<file path="config.mk">
export PLATFORM = sky130hd
export DESIGN_NAME = if_id_stage
export DESIGN_NICKNAME = d
export VERILOG_FILES = /design/src/rtl/if_id_stage.sv
export SDC_FILE = /design/constraint.sdc
export NUM_CORES = 1
export LEC_CHECK = 0
export CAP_MARGIN = 10
export CORE_AREA = 4 4 131 133
export DETAILED_ROUTE_END_ITERATION = 16
export DIE_AREA = 0 0 135 137
export PLACE_DENSITY = 0.78
export SYNTH_ARGS = -nofsm -noshare
export SYNTH_HDL_FRONTEND = slang
export SYNTH_SLANG_ARGS = --single-unit
</file>
<file path="constraint.sdc">
create_clock -name clk -period 7.5 [get_ports clk]
set_clock_uncertainty 0.05 [all_clocks]
set_input_delay 1.5 -clock clk [delete_from_list [all_inputs] [get_ports clk]]
set_output_delay 1.5 -clock clk [all_outputs]
set_load 0.005 [all_outputs]
</file>
<file path="src/rtl/if_id_stage.sv">
// IF/ID pipeline register with a one-entry skid buffer and flush/drop handling.
// Latency: one cycle from an accepted fetch beat to the decode outputs.
// Backpressure: stall holds the output register, and fetch_ready falls once the skid buffer is occupied.
module if_id_stage #(
  parameter int ADDRESS     = 32,
  parameter int INSTRUCTION = 32,
  parameter int FLUSH_DROP  = 1
) (
  input  logic                   clk,
  input  logic                   rst,
  input  logic                   fetch_valid,
  input  logic [INSTRUCTION-1:0] instruction_in,
  input  logic [ADDRESS-1:0]     pc_in,
  output logic                   fetch_ready,
  input  logic                   stall_in,
  input  logic                   flush_in,
  output logic                   valid_out,
  output logic [INSTRUCTION-1:0] instruction_out,
  output logic [ADDRESS-1:0]     pc_out,
  output logic [ADDRESS-1:0]     pc_plus4_out
);

  localparam logic [INSTRUCTION-1:0] NOP      = INSTRUCTION'(32'h0000_0013);
  localparam logic [2:0]             DROP_CNT = 3'(FLUSH_DROP);

  typedef enum logic [1:0] {RUN, STALL, DROP} state_t;

  state_t                 state, state_n;
  logic [2:0]             cnt, cnt_n;
  logic                   or_valid, or_valid_n;
  logic [INSTRUCTION-1:0] or_instr, or_instr_n;
  logic [ADDRESS-1:0]     or_pc, or_pc_n;
  logic [ADDRESS-1:0]     or_pc4, or_pc4_n;
  logic                   sb_valid, sb_valid_n;
  logic [INSTRUCTION-1:0] sb_instr, sb_instr_n;
  logic [ADDRESS-1:0]     sb_pc, sb_pc_n;
  logic                   ready_n;
  logic                   accept;

  assign accept = fetch_valid && fetch_ready;

  // Next-state and next-contents for the output register, skid buffer and drop counter.
  always_comb begin
    state_n    = state;
    cnt_n      = cnt;
    or_valid_n = or_valid;
    or_instr_n = or_instr;
    or_pc_n    = or_pc;
    sb_valid_n = sb_valid;
    sb_instr_n = sb_instr;
    sb_pc_n    = sb_pc;

    if (flush_in) begin
      // Redirect beats everything: kill both entries and start discarding wrong-path beats.
      or_valid_n = 1'b0;
      sb_valid_n = 1'b0;
      if (DROP_CNT == 3'd0) begin
        state_n = stall_in ? STALL : RUN;
      end else begin
        state_n = DROP;
        cnt_n   = DROP_CNT;
      end
    end else begin
      case (state)
        DROP: begin
          // Accepted beats are thrown away; counter runs regardless of stall.
          or_valid_n = 1'b0;
          cnt_n      = (cnt == 3'd0) ? 3'd0 : cnt - 3'd1;
          if (cnt <= 3'd1) state_n = stall_in ? STALL : RUN;
        end
        default: begin
          if (stall_in) begin
            // Output register holds; an in-flight beat is caught by the skid buffer.
            state_n = STALL;
            if (accept) begin
              sb_valid_n = 1'b1;
              sb_instr_n = instruction_in;
              sb_pc_n    = pc_in;
            end
          end else begin
            state_n = RUN;
            if (sb_valid) begin
              or_valid_n = 1'b1;
              or_instr_n = sb_instr;
              or_pc_n    = sb_pc;
              sb_valid_n = 1'b0;
            end else if (accept) begin
              or_valid_n = 1'b1;
              or_instr_n = instruction_in;
              or_pc_n    = pc_in;
            end else begin
              or_valid_n = 1'b0;
            end
          end
        end
      endcase
    end

    // pc_plus4 always tracks pc; when pc holds this reproduces the stored value.
    or_pc4_n = or_pc_n + ADDRESS'(4);
    // The skid buffer is the only thing that can refuse a beat.
    ready_n  = !sb_valid_n;
  end

  // State and datapath registers with asynchronous reset.
  always_ff @(posedge clk or posedge rst) begin
    if (rst) begin
      state       <= RUN;
      cnt         <= 3'd0;
      or_valid    <= 1'b0;
      or_instr    <= NOP;
      or_pc       <= '0;
      or_pc4      <= ADDRESS'(4);
      sb_valid    <= 1'b0;
      sb_instr    <= NOP;
      sb_pc       <= '0;
      fetch_ready <= 1'b1;
    end else begin
      state       <= state_n;
      cnt         <= cnt_n;
      or_valid    <= or_valid_n;
      or_instr    <= or_instr_n;
      or_pc       <= or_pc_n;
      or_pc4      <= or_pc4_n;
      sb_valid    <= sb_valid_n;
      sb_instr    <= sb_instr_n;
      sb_pc       <= sb_pc_n;
      fetch_ready <= ready_n;
    end
  end

  assign valid_out       = or_valid;
  assign instruction_out = or_valid ? or_instr : NOP;
  assign pc_out          = or_pc;
  assign pc_plus4_out    = or_pc4;

endmodule

</file>
After elaboration in Yosys (flattened, before gate mapping)

Cells that the tools add are included.

Flip-flop bits (word level): 168
Latch bits: 0
Memory bits (writable): 0
ROM bits: 0
Output and inout port bits: 98
Memories kept: 0

Add/sub/neg operators: 2
Multiply operators: 0
Divide/modulo/power cells: 0
$lt $le $gt $ge: 1
Eq/ne operators: 3
Shifts and indexed selects: 0
Mux-type cells: 24
Bitwise operators: 3
Reduce and logical (&&, ||, !) cells: 7

Operator list:

| kind                  | count |
|---|---|
| $mux 32               | 8 |
| $add 32x3->32 const B | 1 |
| $mux 1                | 10 |
| $mux 3                | 3 |
| $reduce_and 4->1      | 2 |
| $mux 2                | 3 |
| $reduce_bool 2->1     | 2 |
| $le 3x1->1 const B    | 1 |
| $logic_not 3->1       | 1 |
| $ne 3x1->1 const B    | 1 |
| $ne 3x3->1 const B    | 1 |
| $not 1->1             | 3 |
| $sub 3x1->3 const B   | 1 |
| $eq 2x2->1 const B    | 1 |
| $logic_and 1x1->1     | 1 |
| $logic_not 1->1       | 1 |

Longest topological paths before layout

Depth in word-level cells: 7
Depth in mapped cells: 14

Worst setup path after synthesis

No wires, ideal clock.

Path kind: input-to-reg
Start point: in fetch_valid
End point: reg or_pc4[26], in the netlist pc_plus4_out[26]
Setup time: 0.126 ns
Arrival: 4.248 ns
Path slack: 3.076 ns
Cell stages on the path: 14
Cell sequence: buf_2 -> a21o_1 -> nand3_2 -> buf_2 -> buf_1 -> clkbuf_1 -> nand2_1 -> o21ai_1 -> ha_1 -> nor4b_2 -> a32oi_2 -> nor4b_4 -> nand4_1 -> xnor2_1

Longest elaborated chain between the ends: 7

RTL lines:

| what                   | line | RTL |
|---|---|---|
| start: declaration     | 11   | `input logic fetch_valid,` |
| $logic_and 1x1->1      | 40   | `assign accept = fetch_valid && fetch_ready;` |
| $mux 32                | 87   | `end else if (accept) begin` |
| $mux 32                | 82   | `if (sb_valid) begin` |
| $mux 32                | 72   | `if (stall_in) begin` |
| $mux 32                | 64   | `case (state)` |
| $mux 32                | 53   | `if (flush_in) begin` |
| named net or_pc_n[2]   | 32   | `logic [ADDRESS-1:0] or_pc, or_pc_n;` |
| $add 32x3->32          | 100  | `or_pc4_n = or_pc_n + ADDRESS'(4);` |
| named net or_pc4_n[26] | 33   | `logic [ADDRESS-1:0] or_pc4, or_pc4_n;` |
| end signal: assignment | 124  | `or_pc4 <= or_pc4_n;` |
| end: declaration       | 33   |  |

The timed path passes the listed nets, and every way through them passes these cells.
A chain may end at the register's enable or synchronous reset.

Final worst setup path

Same ends and word-level chain as after synthesis.

==> flow_metrics.py <==
metrics = {
    "critical_path": {
        "worst_r2r_endpoint": "pc_plus4_out[26]",
        "worstSetupPathType": "input pin to flip-flop",
        "r2r_start": "sb_valid",
        "critPathArrivalTime_ps": 5070,
        "timing.critical_path.slowest_stage_cell": "sky130_fd_sc_hd__nor4b_4",
        "slowest_delay_ps": 720,
        "reg2reg_setup_slack_ps": 3610,
        "r2r.worst_path.cells": 9,
        "crit_path_start_kind": "input pin",
        "cp.buffers_inverters": 1,
        "critical_path_cell_by_cell": "clkdlybuf4s50_1, a21o_1, nand3_4, o21ai_1, ha_1, nor4b_2, a32oi_2, nor4b_4, nand4_1, xnor2_1",
        "end_kind": "flip-flop",
        "required_ps": 7760,
        "cpLargestDelayFamily": "simple AND/OR/NAND/NOR gates",
        "crit_fanout": 35,
    },
    "detailed_routing": {
        "drt-wirelength-per-cell_um": 18.0,
        "vias": 5996,
        "route.detailed.vias_per_inst": 5.52,
        "drt_iter0_drc": 488,
        "drcViolationCount": 0,
        "route.antenna.remaining_nets": 0,
        "dr_wl_met3_um": 1370,
        "wl_met2_um": 9260,
        "routedLengthMet1_um": 8730,
        "route.final.wire_length_um": 19600,
        "maxUsedRoutingLayer": "met4",
        "drt_pre_antenna_iters": 5,
    },
    "die": {
        "die_area_um2": 18500,
        "start_util_pct": 49.9,
        "die_h_um": 137,
        "fp.dieW_um": 135,
        "num_rows": 46,
        "placeableCoreArea_um2": 15800,
        "floorplan.io_pins": 167,
    },
    "sta": {
        "slew_headroom_pct": 22.2,
        "timing.final.setup_violations": 0,
        "maxClockFrequency_mhz": 208,
        "finalHoldViolations": 0,
        "grt_setup_unrepaired": "false",
        "final_critical_path_setup_slack_ps": 2690,
        "layout_min_cycle_time_ps": 4810,
        "setup_tns_ps": 0,
        "worst_slew_pin_slew_ps": 1160,
        "min_period_over_period_pct": 64.2,
        "timing.final.max_slew_violations": 0,
    },
    "place": {
        "place_congestion": 0.860,
        "placement.setup.worst_slack_ps": 2310,
        "post-place-cells": 1055,
        "port_buffers": 166,
        "hpwlAfterDp_um": 13400,
    },
    "logic_synthesis": {
        "yosysSeqAreaShare_pct": 52.8,
        "synth_warnings": 0,
        "synth_seq_cells": 166,
        "synthesis.instances": 714,
        "post_synth_num_cell_types": 60,
        "synth-edff-count": 0,
        "async_flop_share_pct": 100,
        "syn-num-nets": 786,
        "synth_area_um2": 7890,
        "avgSynthCellArea_um2": 11.1,
        "yosys_most_used_dff": "sky130_fd_sc_hd__dfrtp_1",
    },
    "global_routing": {
        "grt_antenna_before_repair": 0,
        "first_global_vias": 5880,
        "grt_start_max_net_pins": 112,
        "globalRouteTotalUtil_pct": 21.7,
        "grt_remaining_overflow": 0,
        "grt_pass1_wl_um": 31400,
    },
    "pwr": {
        "power.density_cell_area_nw_per_um2": 264,
        "peakVddDrop_mv": 0.165,
        "power.leakage_nw": 4.23,
        "finalPower_mw": 2.70,
    },
    "hold_path": {
        "timing.hold.worst.class": "flip-flop to flip-flop",
        "hold_path_end": "or_instr[31]",
        "worst_hold_path.num_cells": 2,
        "hp-start": "or_instr[31]",
    },
    "cts": {
        "clock_tree.root_cell": "sky130_fd_sc_hd__clkbuf_16",
        "cts-htree-levels": 4,
        "cts_tree": "built",
        "ctsHoldBuffers": 0,
        "post_cts_buffers": 0,
        "clkLatencyLatePin_ps": 430,
        "clock_sink_count": 166,
        "postCtsResizedCells": 0,
        "numCtsBuffers": 17,
        "cts.reportedPaths.clkPinSlew_ps": 70,
        "clock_tree.buffer_depth": 2,
    },
    "final_layout": {
        "finish.utilization_pct": 64.5,
        "fin_cells": 1087,
        "area_growth_syn_to_layout_pct": 29.3,
        "final_layout_size_suffix_gt1_share_pct": 14.4,
        "final_net_count": 930,
        "antenna_cells": 0,
        "final_cell_mix": "sky130_fd_sc_hd__clkdlybuf4s50_1, sky130_fd_sc_hd__dfrtp_1, sky130_fd_sc_hd__nand2_1",
        "layout.cells.most_common": "sky130_fd_sc_hd__clkdlybuf4s50_1",
    },
    "status": {
        "status": "complete, no violations",
    },
    "flow_run": {
        "cap_violations": 0,
    },
}
==> cells by family after synthesis <==
family	count (synthesis)	share of synthesized area [%]
AO/OA/AOI/OAI	141	11.6
flip-flops	166	52.8
XOR/XNOR	27	3.00
adder cells (fa/ha/maj)	3	0.476
buffers and inverters	70	4.25
multiplexers	109	14.8
AND/OR/NAND/NOR	198	13.1
==> per-stage QoR <==
step / area, um^2 / hold WS, ps
2_1_floorplan: 7890 / 392
3_3_place_gp: 9640 / 402
3_5_place_dp: 9640 / 412
4_1_cts: 10200 / 426
5_1_grt: 10200 / 438
6_report: 10200 / 420
==> metal layers <==
metal	up-vias	GRT usage, %
met5	-	0
met3	28	5.26
li1	2823	-
met2	227	34.2
met1	2918	29.9
met4	0	7.17
==> worst max-delay path by stage <==
stage / start / to / slack (ps) / depth (start not counted)
6_report: fetch_valid / pc_plus4_out[26] / 2690 / 10
3_3_place_gp: fetch_valid / pc_plus4_out[26] / 2500 / 10
5_1_grt: fetch_valid / pc_plus4_out[26] / 2390 / 10
4_1_cts: fetch_valid / pc_plus4_out[26] / 2740 / 10
3_5_place_dp: fetch_valid / pc_plus4_out[20] / 2310 / 10
2_1_floorplan: rst / cnt[0] / 1470 / 1
==> report_power, final <==
group          switching, mW  internal [mW]  total, mW  leakage [nW]
clock                  0.366          0.466      0.833         0.253
sequential             0.147           1.12       1.27          2.03
combinational          0.247          0.349      0.596          1.95
total                  0.761           1.94       2.70          4.23
==> cells in the mapped netlist (16+ instances only) <==
master,instances,share of area [%]
sky130_fd_sc_hd__xnor2_1,20,2.2
sky130_fd_sc_hd__clkbuf_1,19,0.90
sky130_fd_sc_hd__buf_2,16,1.0
sky130_fd_sc_hd__nor2_1,23,1.1
sky130_fd_sc_hd__dfrtp_1,158,50
sky130_fd_sc_hd__o21ai_0,46,2.9
sky130_fd_sc_hd__a21oi_1,21,1.3
sky130_fd_sc_hd__and2_1,31,2.5
sky130_fd_sc_hd__nand2_1,78,3.7
sky130_fd_sc_hd__inv_1,23,1.1
sky130_fd_sc_hd__nand3_1,16,1.0
sky130_fd_sc_hd__mux2i_1,49,6.2
sky130_fd_sc_hd__mux2_2,60,8.6
==> layout make-up <==
type / count / area, um^2
repair buffers: 172 / 1710
flip-flops and latches: 166 / 4170
multi-input cells: 478 / 3400
well taps: 216 / 270
inverters: 23 / 91.3
clock inverters: 14 / 130
clock buffers: 18 / 439
fillers: 1238 / 5620
==> tightest hold or removal path, delay by kind of cell (launching register included) <==
family,cells,cell delay (ps)
AOI/OAI and AO/OA,1,60
and+or+nand+nor,1,40
DFF,1,330
==> state kept, by name (all words and copies together) (netlist names) <==
register / count
or_instr: 32
pc_plus4_out: 32
sb_instr: 32
sb_pc: 32
pc_out: 30
cnt: 3
state: 2
fetch_ready: 1
sb_valid: 1
valid_out: 1
Note: power is estimated with default switching activity, not from simulation.
